--- src/rtl/ddr3_pkg.sv ---
// Shared command encodings, queue field layout and command predicates for the DDR3 controller.
package ddr3_pkg;

    typedef enum logic [2:0] {
        CMD_IDLE = 3'd0,
        CMD_SCR  = 3'd1,
        CMD_SCW  = 3'd2,
        CMD_BLR  = 3'd3,
        CMD_BLW  = 3'd4,
        CMD_ATR  = 3'd5,
        CMD_ATW  = 3'd6,
        CMD_RSVD = 3'd7
    } cmd_e;

    localparam int unsigned CMD_W = 3;
    localparam int unsigned SZ_W  = 2;
    localparam int unsigned OP_W  = 3;

    // Command queue entry is {id, cmd, addr, sz, op}, op in the LSBs.
    localparam int unsigned CQ_OP_LSB   = 0;
    localparam int unsigned CQ_SZ_LSB   = CQ_OP_LSB + OP_W;
    localparam int unsigned CQ_ADDR_LSB = CQ_SZ_LSB + SZ_W;

    function automatic int unsigned cq_cmd_lsb(input int unsigned aw);
        return CQ_ADDR_LSB + aw;
    endfunction

    function automatic int unsigned cq_id_lsb(input int unsigned aw);
        return CQ_ADDR_LSB + aw + CMD_W;
    endfunction

    function automatic int unsigned id_width(input int unsigned nch);
        return (nch > 1) ? $clog2(nch) : 1;
    endfunction

    function automatic logic is_valid_cmd(input logic [2:0] c);
        return (c != CMD_IDLE) && (c != CMD_RSVD);
    endfunction

    // Commands whose first write beat travels with the command.
    function automatic logic is_data_cmd(input logic [2:0] c);
        return (c == CMD_SCW) || (c == CMD_BLW) || (c == CMD_ATR) || (c == CMD_ATW);
    endfunction

endpackage

--- src/rtl/ddr3_fifo.sv ---
// Codebase synchronous FIFO: power-of-two depth, output read from the head register.
module ddr3_fifo #(
    parameter int unsigned W        = 8,
    parameter int unsigned DEPTH_P2 = 5
) (
    input  logic                clk,
    input  logic                reset,
    input  logic                put,
    input  logic [W-1:0]        din,
    input  logic                get,
    output logic [W-1:0]        dout,
    output logic                empty,
    output logic                full,
    output logic [DEPTH_P2:0]   fillcount
);

    localparam int unsigned DEPTH = 1 << DEPTH_P2;
    localparam int unsigned CW    = DEPTH_P2 + 1;

    logic [W-1:0]          mem [DEPTH];
    logic [DEPTH_P2-1:0]   wr_ptr;
    logic [DEPTH_P2-1:0]   rd_ptr;
    logic                  do_put;
    logic                  do_get;

    assign empty  = (fillcount == '0);
    assign full   = (fillcount == CW'(DEPTH));
    assign do_put = put & ~full;
    assign do_get = get & ~empty;
    assign dout   = mem[rd_ptr];

    always_ff @(posedge clk) begin
        if (do_put) mem[wr_ptr] <= din;
    end

    always_ff @(posedge clk or posedge reset) begin
        if (reset) begin
            wr_ptr    <= '0;
            rd_ptr    <= '0;
            fillcount <= '0;
        end else begin
            if (do_put) wr_ptr <= wr_ptr + 1'b1;
            if (do_get) rd_ptr <= rd_ptr + 1'b1;
            if (do_put && !do_get)      fillcount <= fillcount + 1'b1;
            else if (!do_put && do_get) fillcount <= fillcount - 1'b1;
        end
    end

endmodule

--- src/rtl/frontend_rr_arbiter.sv ---
// Round-robin arbiter: first request at or after rr_ptr wins, wrapping modulo NCH.
module frontend_rr_arbiter #(
    parameter int unsigned NCH = 4,
    parameter int unsigned IDW = 2
) (
    input  logic [NCH-1:0] req,
    input  logic [IDW-1:0] rr_ptr,
    input  logic           enable,
    output logic [NCH-1:0] grant,
    output logic [IDW-1:0] winner,
    output logic           valid
);

    int unsigned idx;

    always_comb begin
        grant  = '0;
        winner = '0;
        valid  = 1'b0;
        idx    = 0;
        for (int unsigned i = 0; i < NCH; i++) begin
            idx = 32'(rr_ptr) + i;
            if (idx >= NCH) idx = idx - NCH;
            if (!valid && req[idx]) begin
                valid      = 1'b1;
                winner     = IDW'(idx);
                grant[idx] = 1'b1;
            end
        end
        if (!enable) begin
            valid = 1'b0;
            grant = '0;
        end
    end

endmodule

--- src/rtl/ddr3_multiport_frontend.sv ---
// Multi-port command/data admission: round-robin over NCH hosts into shared command and write-data queues.
module ddr3_multiport_frontend
    import ddr3_pkg::*;
#(
    parameter int unsigned NCH        = 4,
    parameter int unsigned AW         = 26,
    parameter int unsigned DW         = 16,
    parameter int unsigned DEPTH_P2   = 5,
    parameter int unsigned BURST_UNIT = 8,
    localparam int unsigned IDW       = id_width(NCH),
    localparam int unsigned CQW       = IDW + CMD_W + AW + SZ_W + OP_W,
    localparam int unsigned DQW       = IDW + DW
) (
    input  logic                 clk,
    input  logic                 reset,
    input  logic                 ready,
    input  logic [NCH*3-1:0]     ch_cmd,
    input  logic [NCH*AW-1:0]    ch_addr,
    input  logic [NCH*2-1:0]     ch_sz,
    input  logic [NCH*3-1:0]     ch_op,
    input  logic [NCH*DW-1:0]    ch_din,
    input  logic [NCH-1:0]       ch_din_valid,
    output logic [NCH-1:0]       ch_accept,
    output logic [NCH-1:0]       ch_data_ready,
    input  logic                 cq_get,
    output logic [CQW-1:0]       cq_data,
    output logic                 cq_empty,
    output logic [DEPTH_P2:0]    cq_fillcount,
    input  logic                 dq_get,
    output logic [DQW-1:0]       dq_data,
    output logic                 dq_empty,
    output logic [DEPTH_P2:0]    dq_fillcount,
    output logic                 burst_busy,
    output logic [IDW-1:0]       burst_owner
);

    localparam int unsigned BCW = $clog2(4 * BURST_UNIT);

    logic [CMD_W-1:0] cmd_a  [NCH];
    logic [AW-1:0]    addr_a [NCH];
    logic [SZ_W-1:0]  sz_a   [NCH];
    logic [OP_W-1:0]  op_a   [NCH];
    logic [DW-1:0]    din_a  [NCH];
    logic [NCH-1:0]   req;

    logic [IDW-1:0]   rr_ptr;
    logic [BCW-1:0]   beat_cnt;
    logic [BCW-1:0]   burst_init;

    logic [NCH-1:0]   grant;
    logic [IDW-1:0]   winner;
    logic             arb_valid;
    logic             arb_enable;
    logic [CMD_W-1:0] win_cmd;
    logic             win_data;
    logic             admit;
    logic             beat_take;

    logic             cq_full;
    logic             dq_full;
    logic             cq_put;
    logic             dq_put;
    logic [CQW-1:0]   cq_din;
    logic [DQW-1:0]   dq_din;

    // Unpack the flat per-channel buses.
    always_comb begin
        for (int unsigned i = 0; i < NCH; i++) begin
            cmd_a[i]  = ch_cmd[i*3 +: 3];
            addr_a[i] = ch_addr[i*AW +: AW];
            sz_a[i]   = ch_sz[i*2 +: 2];
            op_a[i]   = ch_op[i*3 +: 3];
            din_a[i]  = ch_din[i*DW +: DW];
            req[i]    = is_valid_cmd(ch_cmd[i*3 +: 3]);
        end
    end

    assign arb_enable = ready & ~burst_busy & ~cq_full;

    frontend_rr_arbiter #(
        .NCH (NCH),
        .IDW (IDW)
    ) u_arb (
        .req    (req),
        .rr_ptr (rr_ptr),
        .enable (arb_enable),
        .grant  (grant),
        .winner (winner),
        .valid  (arb_valid)
    );

    // A data-carrying winner is held off by a full data queue; lower-priority requesters wait too.
    assign win_cmd    = cmd_a[winner];
    assign win_data   = is_data_cmd(win_cmd);
    assign admit      = arb_valid & (~win_data | ~dq_full);
    assign beat_take  = burst_busy & ch_din_valid[burst_owner] & ~dq_full;
    assign burst_init = BCW'((32'(sz_a[winner]) + 32'd1) * BURST_UNIT - 32'd1);

    always_comb begin
        ch_accept     = admit ? grant : '0;
        ch_data_ready = '0;
        if (burst_busy) ch_data_ready[burst_owner] = ~dq_full;
    end

    assign cq_put = admit;
    assign cq_din = {winner, win_cmd, addr_a[winner], sz_a[winner], op_a[winner]};
    assign dq_put = (admit & win_data) | beat_take;
    assign dq_din = burst_busy ? {burst_owner, din_a[burst_owner]} : {winner, din_a[winner]};

    // Round-robin pointer and burst-write lock.
    always_ff @(posedge clk or posedge reset) begin
        if (reset) begin
            rr_ptr      <= '0;
            burst_busy  <= 1'b0;
            burst_owner <= '0;
            beat_cnt    <= '0;
        end else if (admit) begin
            rr_ptr <= (winner == IDW'(NCH - 1)) ? '0 : winner + 1'b1;
            if (win_cmd == CMD_BLW) begin
                burst_busy  <= (burst_init != '0);
                burst_owner <= winner;
                beat_cnt    <= burst_init;
            end
        end else if (beat_take) begin
            beat_cnt <= beat_cnt - 1'b1;
            if (beat_cnt == BCW'(1)) burst_busy <= 1'b0;
        end
    end

    ddr3_fifo #(
        .W        (CQW),
        .DEPTH_P2 (DEPTH_P2)
    ) u_cq (
        .clk       (clk),
        .reset     (reset),
        .put       (cq_put),
        .din       (cq_din),
        .get       (cq_get),
        .dout      (cq_data),
        .empty     (cq_empty),
        .full      (cq_full),
        .fillcount (cq_fillcount)
    );

    ddr3_fifo #(
        .W        (DQW),
        .DEPTH_P2 (DEPTH_P2)
    ) u_dq (
        .clk       (clk),
        .reset     (reset),
        .put       (dq_put),
        .din       (dq_din),
        .get       (dq_get),
        .dout      (dq_data),
        .empty     (dq_empty),
        .full      (dq_full),
        .fillcount (dq_fillcount)
    );

endmodule

--- config.mk ---
export PLATFORM = sky130hd
export DESIGN_NAME = ddr3_multiport_frontend
export DESIGN_NICKNAME = d
export VERILOG_FILES = /design/src/rtl/ddr3_pkg.sv /design/src/rtl/ddr3_fifo.sv /design/src/rtl/frontend_rr_arbiter.sv /design/src/rtl/ddr3_multiport_frontend.sv
export SDC_FILE = /design/constraint.sdc
export NUM_CORES = 2
export LEC_CHECK = 0
export BUFFER_PORTS_ARGS = -buffer_cell sky130_fd_sc_hd__buf_2
export CAP_MARGIN = 20
export CORE_AREA = 2 2 488 490
export CTS_CLUSTER_SIZE = 20
export DETAILED_ROUTE_END_ITERATION = 8
export DIE_AREA = 0 0 490 492
export HOLD_SLACK_MARGIN = 0.05
export SLEW_MARGIN = 20
export SYNTH_ARGS = -nofsm -noshare
export SYNTH_HDL_FRONTEND = slang
export SYNTH_HIERARCHICAL = 1
export SYNTH_SLANG_ARGS = --single-unit
--- constraint.sdc ---
create_clock -name clk -period 7 [get_ports clk]
set_clock_uncertainty 0.05 [all_clocks]
set_input_delay 1.05 -clock clk [delete_from_list [all_inputs] [get_ports clk]]
set_output_delay 1.05 -clock clk [all_outputs]
set_load 0.03 [all_outputs]
# After elaboration in Yosys (flattened, before gate mapping)
# Memory sizes are Yosys's and may differ from the RTL's.
# Index checks and enable logic that the tools add are counted.
dict set report classes {
  magnitude_cmp 16
  n_reduce_logical 40
  n_eq_ne 13
  n_addsub 19
  n_bitwise 24
  n_mux 75
}
# operator n
set ops {}
lappend ops {{>= comparator 32 x 1 -> 1 bit (second input constant)} 4}
lappend ops {{< comparator 32 x 3 -> 1 bit (second input constant)} 4}
lappend ops {{two-way mux 32 bit} 4}
lappend ops {{>= comparator 32 x 3 -> 1 bit (second input constant)} 3}
lappend ops {{subtractor 32 x 3 -> 32 bit (second input constant)} 3}
lappend ops {{binary-select mux 16 bit (select 2 bit)} 2}
lappend ops {{two-way mux 16 bit} 4}
lappend ops {{binary-select mux 26 bit (select 2 bit)} 1}
lappend ops {{two-way mux 26 bit} 2}
lappend ops {{two-way mux 4 bit} 7}
lappend ops {{two-way mux 6 bit} 4}
lappend ops {{two-way mux 1 bit} 23}
lappend ops {{adder 5 x 1 -> 5 bit (second input constant)} 4}
lappend ops {{two-way mux 18 bit} 1}
lappend ops {{logical AND 1 bit} 16}
lappend ops {{two-way mux 5 bit} 3}
lappend ops {{two-way mux 2 bit} 7}
lappend ops {{adder 6 x 1 -> 6 bit (second input constant)} 2}
lappend ops {{binary-select mux 3 bit (select 2 bit)} 2}
lappend ops {{== test 6 bit (second input constant)} 2}
lappend ops {{zero test 6 bit} 2}
lappend ops {{two-way mux 3 bit} 4}
lappend ops {{!= test 3 bit (second input constant)} 4}
lappend ops {{OR 4 bit} 3}
lappend ops {{other kinds (30)} 76}
dict set report totals {
  reg_bits 42
  ramBits 1728
  memories 2
  word_cells 199
}
# memory words word_bits rd rd_ports_with_merged_regs write_ports line_no
set memory_table {}
lappend memory_table {u_cq.mem 32 36 1 0 1 ddr3_fifo.sv:20} ;# logic [W-1:0] mem [DEPTH];
lappend memory_table {u_dq.mem 32 18 1 0 1 ddr3_fifo.sv:20}

# Depth between registers and ports, before layout
dict set report depth {
  ltp_word 32
  depth_mapped 20
}

# Hierarchy
# The synthesis kept the hierarchy.
# mod area_each_um2 n_inst cells_each seq_area_each_um2
set modules_own_cells {}
lappend modules_own_cells {{ddr3_fifo (u_cq)} 44518.9 1 2020 34993.6}
lappend modules_own_cells {{ddr3_fifo (u_dq)} 22960.8 1 1086 17697.0}
lappend modules_own_cells {ddr3_multiport_frontend 2532.4 1 188 250.2}
lappend modules_own_cells {frontend_rr_arbiter 422.9 1 43 0.0}

# Least setup slack after synthesis
# Ideal clock, no wire load.
dict set report synth_path {
  path_type {input-to-reg}
  from {input port ch_cmd[6]}
  to {memory u_cq/mem[29][0] (netlist name) (enable)}
  required_time_ns 6.521
  setup_slack_ns -0.858
  t_arrival_ns 7.379
  setup_ns 0.429
  cell_stages 13
  path_cell_list {nor3_1 -> nor2_1 -> mux4_2 -> or3_4 -> o32ai_1 -> clkbuf_1 -> mux4_1 -> mux4_2 -> o21a_1 -> o31a_1 -> buf_6 -> nand2_2 -> nor2_1}
}
dict set report synth_via {
  elab_chain_len 28
}
# element line_no
set synth_lines {}
lappend synth_lines {{start: declaration} ddr3_multiport_frontend.sv:17} ;# input logic [NCH*3-1:0] ch_cmd,
lappend synth_lines {{!= test 3 bit / nonzero test 3 bit (equally long branches)} ddr3_pkg.sv:37} ;# return (c != CMD_IDLE) && (c != CMD_RSVD);
lappend synth_lines {{logical AND 1 bit (*)} ddr3_pkg.sv:37}
lappend synth_lines {{via req[2]} ddr3_multiport_frontend.sv:44} ;# logic [NCH-1:0] req;
lappend synth_lines {{binary-select mux 1 bit (select 2 bit)} frontend_rr_arbiter.sv:24} ;# if (!valid && req[idx]) begin
lappend synth_lines {{two-way mux 1 bit (not written as such)} frontend_rr_arbiter.sv:24}
lappend synth_lines {{two-way mux 1 bit} frontend_rr_arbiter.sv:24}
lappend synth_lines {{zero test 1 bit} frontend_rr_arbiter.sv:24}
lappend synth_lines {{logical AND 1 bit} frontend_rr_arbiter.sv:24}
lappend synth_lines {{[7 not listed]} --}
lappend synth_lines {{via cq_din[35]} ddr3_multiport_frontend.sv:63} ;# logic [CQW-1:0] cq_din;
lappend synth_lines {{[4 not listed]} --}
lappend synth_lines {{via cq_din[32]} ddr3_multiport_frontend.sv:63}
lappend synth_lines {{[4 not listed]} --}
lappend synth_lines {{NOT 1 bit (*)} ddr3_multiport_frontend.sv:95} ;# assign admit = arb_valid & (~win_data | ~dq_full);
lappend synth_lines {{OR 1 bit (*)} ddr3_multiport_frontend.sv:95}
lappend synth_lines {{bitwise AND 1 bit (*)} ddr3_multiport_frontend.sv:95}
lappend synth_lines {{via admit} ddr3_multiport_frontend.sv:56} ;# logic admit;
lappend synth_lines {{bitwise AND 1 bit (*)} ddr3_fifo.sv:28} ;# assign do_put = put & ~full;
lappend synth_lines {{via u_cq.do_put} ddr3_fifo.sv:23} ;# logic do_put;
lappend synth_lines {{two-way mux 1 bit (*)} ddr3_fifo.sv:33} ;# if (do_put) mem[wr_ptr] <= din;
lappend synth_lines {{two-way mux 1 bit (not written as such) (*)} ddr3_fifo.sv:33}
lappend synth_lines {{end: declaration} ddr3_fifo.sv:20}
# Mark *: on every way through the listed nets, which the timed path passes. The rest lies on a longest branch. The select of a mux whose other input is x is not followed.

# Worst setup path in the final report
dict set report layout_path {
  from {register rr_ptr[1]}
  to {output port ch_accept[0]}
}
dict set report layout_via {
  elab_chain_len 26
}
# element line_no
set layout_lines {}
lappend layout_lines {{start: declaration} ddr3_multiport_frontend.sv:46} ;# logic [IDW-1:0] rr_ptr;
lappend layout_lines {{start signal: assignment} ddr3_multiport_frontend.sv:118} ;# rr_ptr <= (winner == IDW'(NCH - 1)) ? '0 : winner + 1'b1;
lappend layout_lines {{parallel branches: the longest is 13 deep, another holds subtractor 32 x 3 -> 32 bit} --}
lappend layout_lines {{two-way mux 2 bit (*)} frontend_rr_arbiter.sv:24}
lappend layout_lines {{via cq_din[34]} ddr3_multiport_frontend.sv:63}
lappend layout_lines {{NOT 2 -> 3 bit (not written as such) (*)} ddr3_multiport_frontend.sv:93} ;# assign win_cmd = cmd_a[winner];
lappend layout_lines {{binary-select mux 3 bit (select 2 bit) (*)} ddr3_multiport_frontend.sv:93}
lappend layout_lines {{two-way mux 3 bit (not written as such) (*) (2 in series)} ddr3_multiport_frontend.sv:93}
lappend layout_lines {{== test 3 x 2 -> 1 bit / == test 3 bit (equally long branches)} ddr3_pkg.sv:42} ;# return (c == CMD_SCW) || (c == CMD_BLW) || (c == CMD_ATR) || (c == CMD_ATW);
lappend layout_lines {{logical OR 1 bit (2 in series)} ddr3_pkg.sv:42}
lappend layout_lines {{logical OR 1 bit (*)} ddr3_pkg.sv:42}
lappend layout_lines {{NOT 1 bit (*)} ddr3_multiport_frontend.sv:95}
lappend layout_lines {{OR 1 bit (*)} ddr3_multiport_frontend.sv:95}
lappend layout_lines {{bitwise AND 1 bit (*)} ddr3_multiport_frontend.sv:95}
lappend layout_lines {{via admit} ddr3_multiport_frontend.sv:56}
lappend layout_lines {{two-way mux 4 bit (*)} ddr3_multiport_frontend.sv:100} ;# ch_accept = admit ? grant : '0;
lappend layout_lines {{end: declaration} ddr3_multiport_frontend.sv:23} ;# output logic [NCH-1:0] ch_accept,
# Mark *: on every way through the listed nets, which the timed path passes. The select of a mux whose other input is x is not followed.

==> results.ini <==
[route]
number_of_routed_nets_with_antenna_violations=0
drcViolationCount=0
firstDrtPassIters=8
postRouteWirelength_um=181000
dr.first_iter.drc_count=3438
avgViaCountPerCell=5.04
route.vias.total=35600
wl_per_cell_um=25.7

[global_route]
grt_first_pass_wirelength_um=260000
antenna_violations_before_repair=9
grt_pass1_vias=36200
all_layer_gr_usage_pct=14.7
globalRoute.totalOverflow=0
grt_max_degree=94

[floorplan]
die_width_um=490
design.portCount=288
core_area_um2=236000
placementRows=179
initial_utilization_pct=29.8
die-area_um2=241000
die_h_um=492

[timing]
period_share_pct=88.3
grt_setup_unrepaired=no
finalHoldViolCount=0
maxSlewViolCount=0
worst-slew-pin-transition_ns=1.19
finalWorstPathRequiredPeriod_ns=6.18
final_setup_violation_count=0
slew_headroom_pct=20.6
fmaxAchievable_mhz=162
aggregate_negative_setup_slack_ns=0

[power_and_ir_drop]
seqPwrFrac_pct=40.5
power.clock.fraction_pct=24.3
swShare_pct=36.3
pwr_dens_nw_per_um2=480
cell_internal_pwr_uw=25200
worst_ir_drop_vdd_v=0.000485
power.net_switching_uw=14300
p_leak_uw=0.0263
p_comb_share_pct=35.2

[run_status]
status=completed

[yosys]
synth.avg_cell_area_um2=21.1
synth.ff_latch_count=1770
synth_cells=3337
post-synth-top-area-fraction_pct=73.7
synth.net_count=3577
synth_cell_type_count=68
synth-warning-count=6
main_area_contributors_after_synthesis=sky130_fd_sc_hd__edfxtp_1 74%, sky130_fd_sc_hd__mux4_2 13%, sky130_fd_sc_hd__mux2i_1 3.1%, sky130_fd_sc_hd__dfrtp_1 1.5%, sky130_fd_sc_hd__a22oi_1 1.3%
synthesis.area_um2=70400
synth_enable_flop_cells=1728
synth.yosys.seq_area_share_pct=75.2
async_flop_share_pct=2.37
main_flop_type_after_synthesis=sky130_fd_sc_hd__edfxtp_1
synth_top_cell_by_area=sky130_fd_sc_hd__edfxtp_1

[run]
max_cap_viol_count=0

[cts]
cts_setup_buffers=0
numCtsBuffers=180
postCtsResizedCells=0
postCtsHoldBufs=0
clock_buffer_depth=3
cts_tree=built
clock_slew_at_the_register_clock_pins_of_the_worst_setup_and_hold_paths_ns=0.06
clkSinkCount=1770
h-tree-depth=4
ctsRootBufferMaster=sky130_fd_sc_hd__clkbuf_16
worstSkewPairLatency_ns=0.80

[layout]
fill_cells=21800
syn2layout_area_growth_pct=17.0
final_layout_size_suffix_gt1_share_pct=30.6
finalNetCount=3968
finish.instance_area_um2=82400
final_cell_mix=1728 x sky130_fd_sc_hd__edfxtp_1, 394 x sky130_fd_sc_hd__mux4_2, 287 x sky130_fd_sc_hd__buf_2, 219 x sky130_fd_sc_hd__mux2i_1, 180 x sky130_fd_sc_hd__clkbuf_16
final_common_cell=sky130_fd_sc_hd__edfxtp_1

[place]
gp_congestion=0.779
placed_cell_area_um2=76400
dp_hpwl_um=106000
numPortBuffers=287

[worst_setup_path]
worst-endpoint-arrival_ns=5.08
family_of_cells_with_the_greatest_summed_delay_on_the_critical_path=multiplexers
required_ns=5.90
setup.worst_path.start_class=flop
critical_path.endpoint_type=output port
critPathMaxFanout=16
worst_path_largest_cell_delay_ns=0.66
timing.critical_path.cells=inv_1, ha_1, mux4_2, nor2b_4, o21ai_0, o31ai_4, buf_4, mux2_2, mux4_2, o21a_1, buf_4, and2_1, buf_2
crit_slowest_cell=sky130_fd_sc_hd__mux4_2
timing.critical_path.buf_inv=4
setup.worst_path.class=reg -> out

[worst_hold_path]
hold_path_class=in -> async

## layout make-up
type	instances	area [um2]	area share (%)
Multi-Input combinational cell	1338	16700	20.2
Inverter	30	113	0.137
Clock buffer	219	4680	5.68
Clock inverter	116	1340	1.62
Sequential cell	1770	53000	64.3
Timing Repair Buffer	408	2710	3.28
Tap cell	3167	3960	4.81
Antenna cell	2	5.00	0.00607
## cell families after synthesis
family,after synthesis,synth area share (%)
xor+xnor,23,0.286
compound gates,435,4.55
flops,1770,75.2
buf+inv,229,1.72
fa+ha+maj,31,0.572
simple gates,208,1.50
mux,641,16.2
## per-layer routing
metal / global-route usage, % / up-vias / share of wire [%]
met4: 3.82 / 0 / 2.2
met5: 0 / - / 0
met1: 19.8 / 19100 / 42
li1: - / 15000 / -
met3: 2.54 / 220 / 6.4
met2: 24.5 / 1278 / 50
## sequential cells by signal, indices dropped and copies added, names as in the netlist
| signal | count |
|---|---|
| beat_cnt | 5 |
| u_cq/wr_ptr | 5 |
| u_dq/mem | 576 |
| burst_owner | 2 |
| rr_ptr | 2 |
| burst_busy | 1 |
| u_cq/mem | 1152 |
| u_cq/rd_ptr | 5 |
| u_dq/rd_ptr | 5 |
| u_dq/fillcount | 6 |
| u_dq/wr_ptr | 5 |
| u_cq/fillcount | 6 |
## through the flow
stage	total power [uW]	setup WS, ns	instances	utilization [%]	hold WS [ns]
2_1_floorplan	25000	0.351	3337	-	0.425
3_3_place_gp	30200	0.677	6713	32.3	0.428
3_5_place_dp	30500	0.615	6713	32.3	0.435
4_1_cts	40100	0.689	7048	34.9	0.320
5_1_grt	41300	0.558	7048	34.9	0.371
6_report	39500	0.816	7050	34.9	0.324
## power by group through the flow
| stage | Combinational (uW) | Clock [uW] | Sequential, uW |
|---|---|---|---|
| 2_1_floorplan | 9250 | 0 | 15700 |
| 3_3_place_gp | 14000 | 0 | 16200 |
| 3_5_place_dp | 14300 | 0 | 16200 |
| 4_1_cts | 14300 | 9840 | 16000 |
| 5_1_grt | 15000 | 10200 | 16100 |
| 6_report | 13900 | 9620 | 16000 |
## final timing paths
kind,start,to,slack (ns),cells after the start
max,rr_ptr[1],ch_accept[0],0.82,13
max in group asynchronous,reset,u_cq/rd_ptr[0],5.83,2
min in group clk,u_dq/rd_ptr[4],u_dq/rd_ptr[4],0.45,1
min,reset,burst_owner[1],0.32,2
min reg2reg,u_dq/rd_ptr[4],u_dq/rd_ptr[4],0.45,1
max reg2reg,rr_ptr[1],u_dq/fillcount[4],0.99,20
## cells in the mapped netlist, drive strengths merged (9+ instances only)
cell and count:
o221ai 88, xnor2 18, nor2 83, a22o 19, buf 121, dfrtp 42, mux2 25, edfxtp 1728
o22ai 19, a2111oi 20, a22oi 123, nor3 11, a21oi 111, nand2 40, o21ai 16, ha 29
inv 30, nor2b 10, mux4 397, mux2i 219, nand4 9, clkbuf 78
Power figures use the tool's default switching activity.
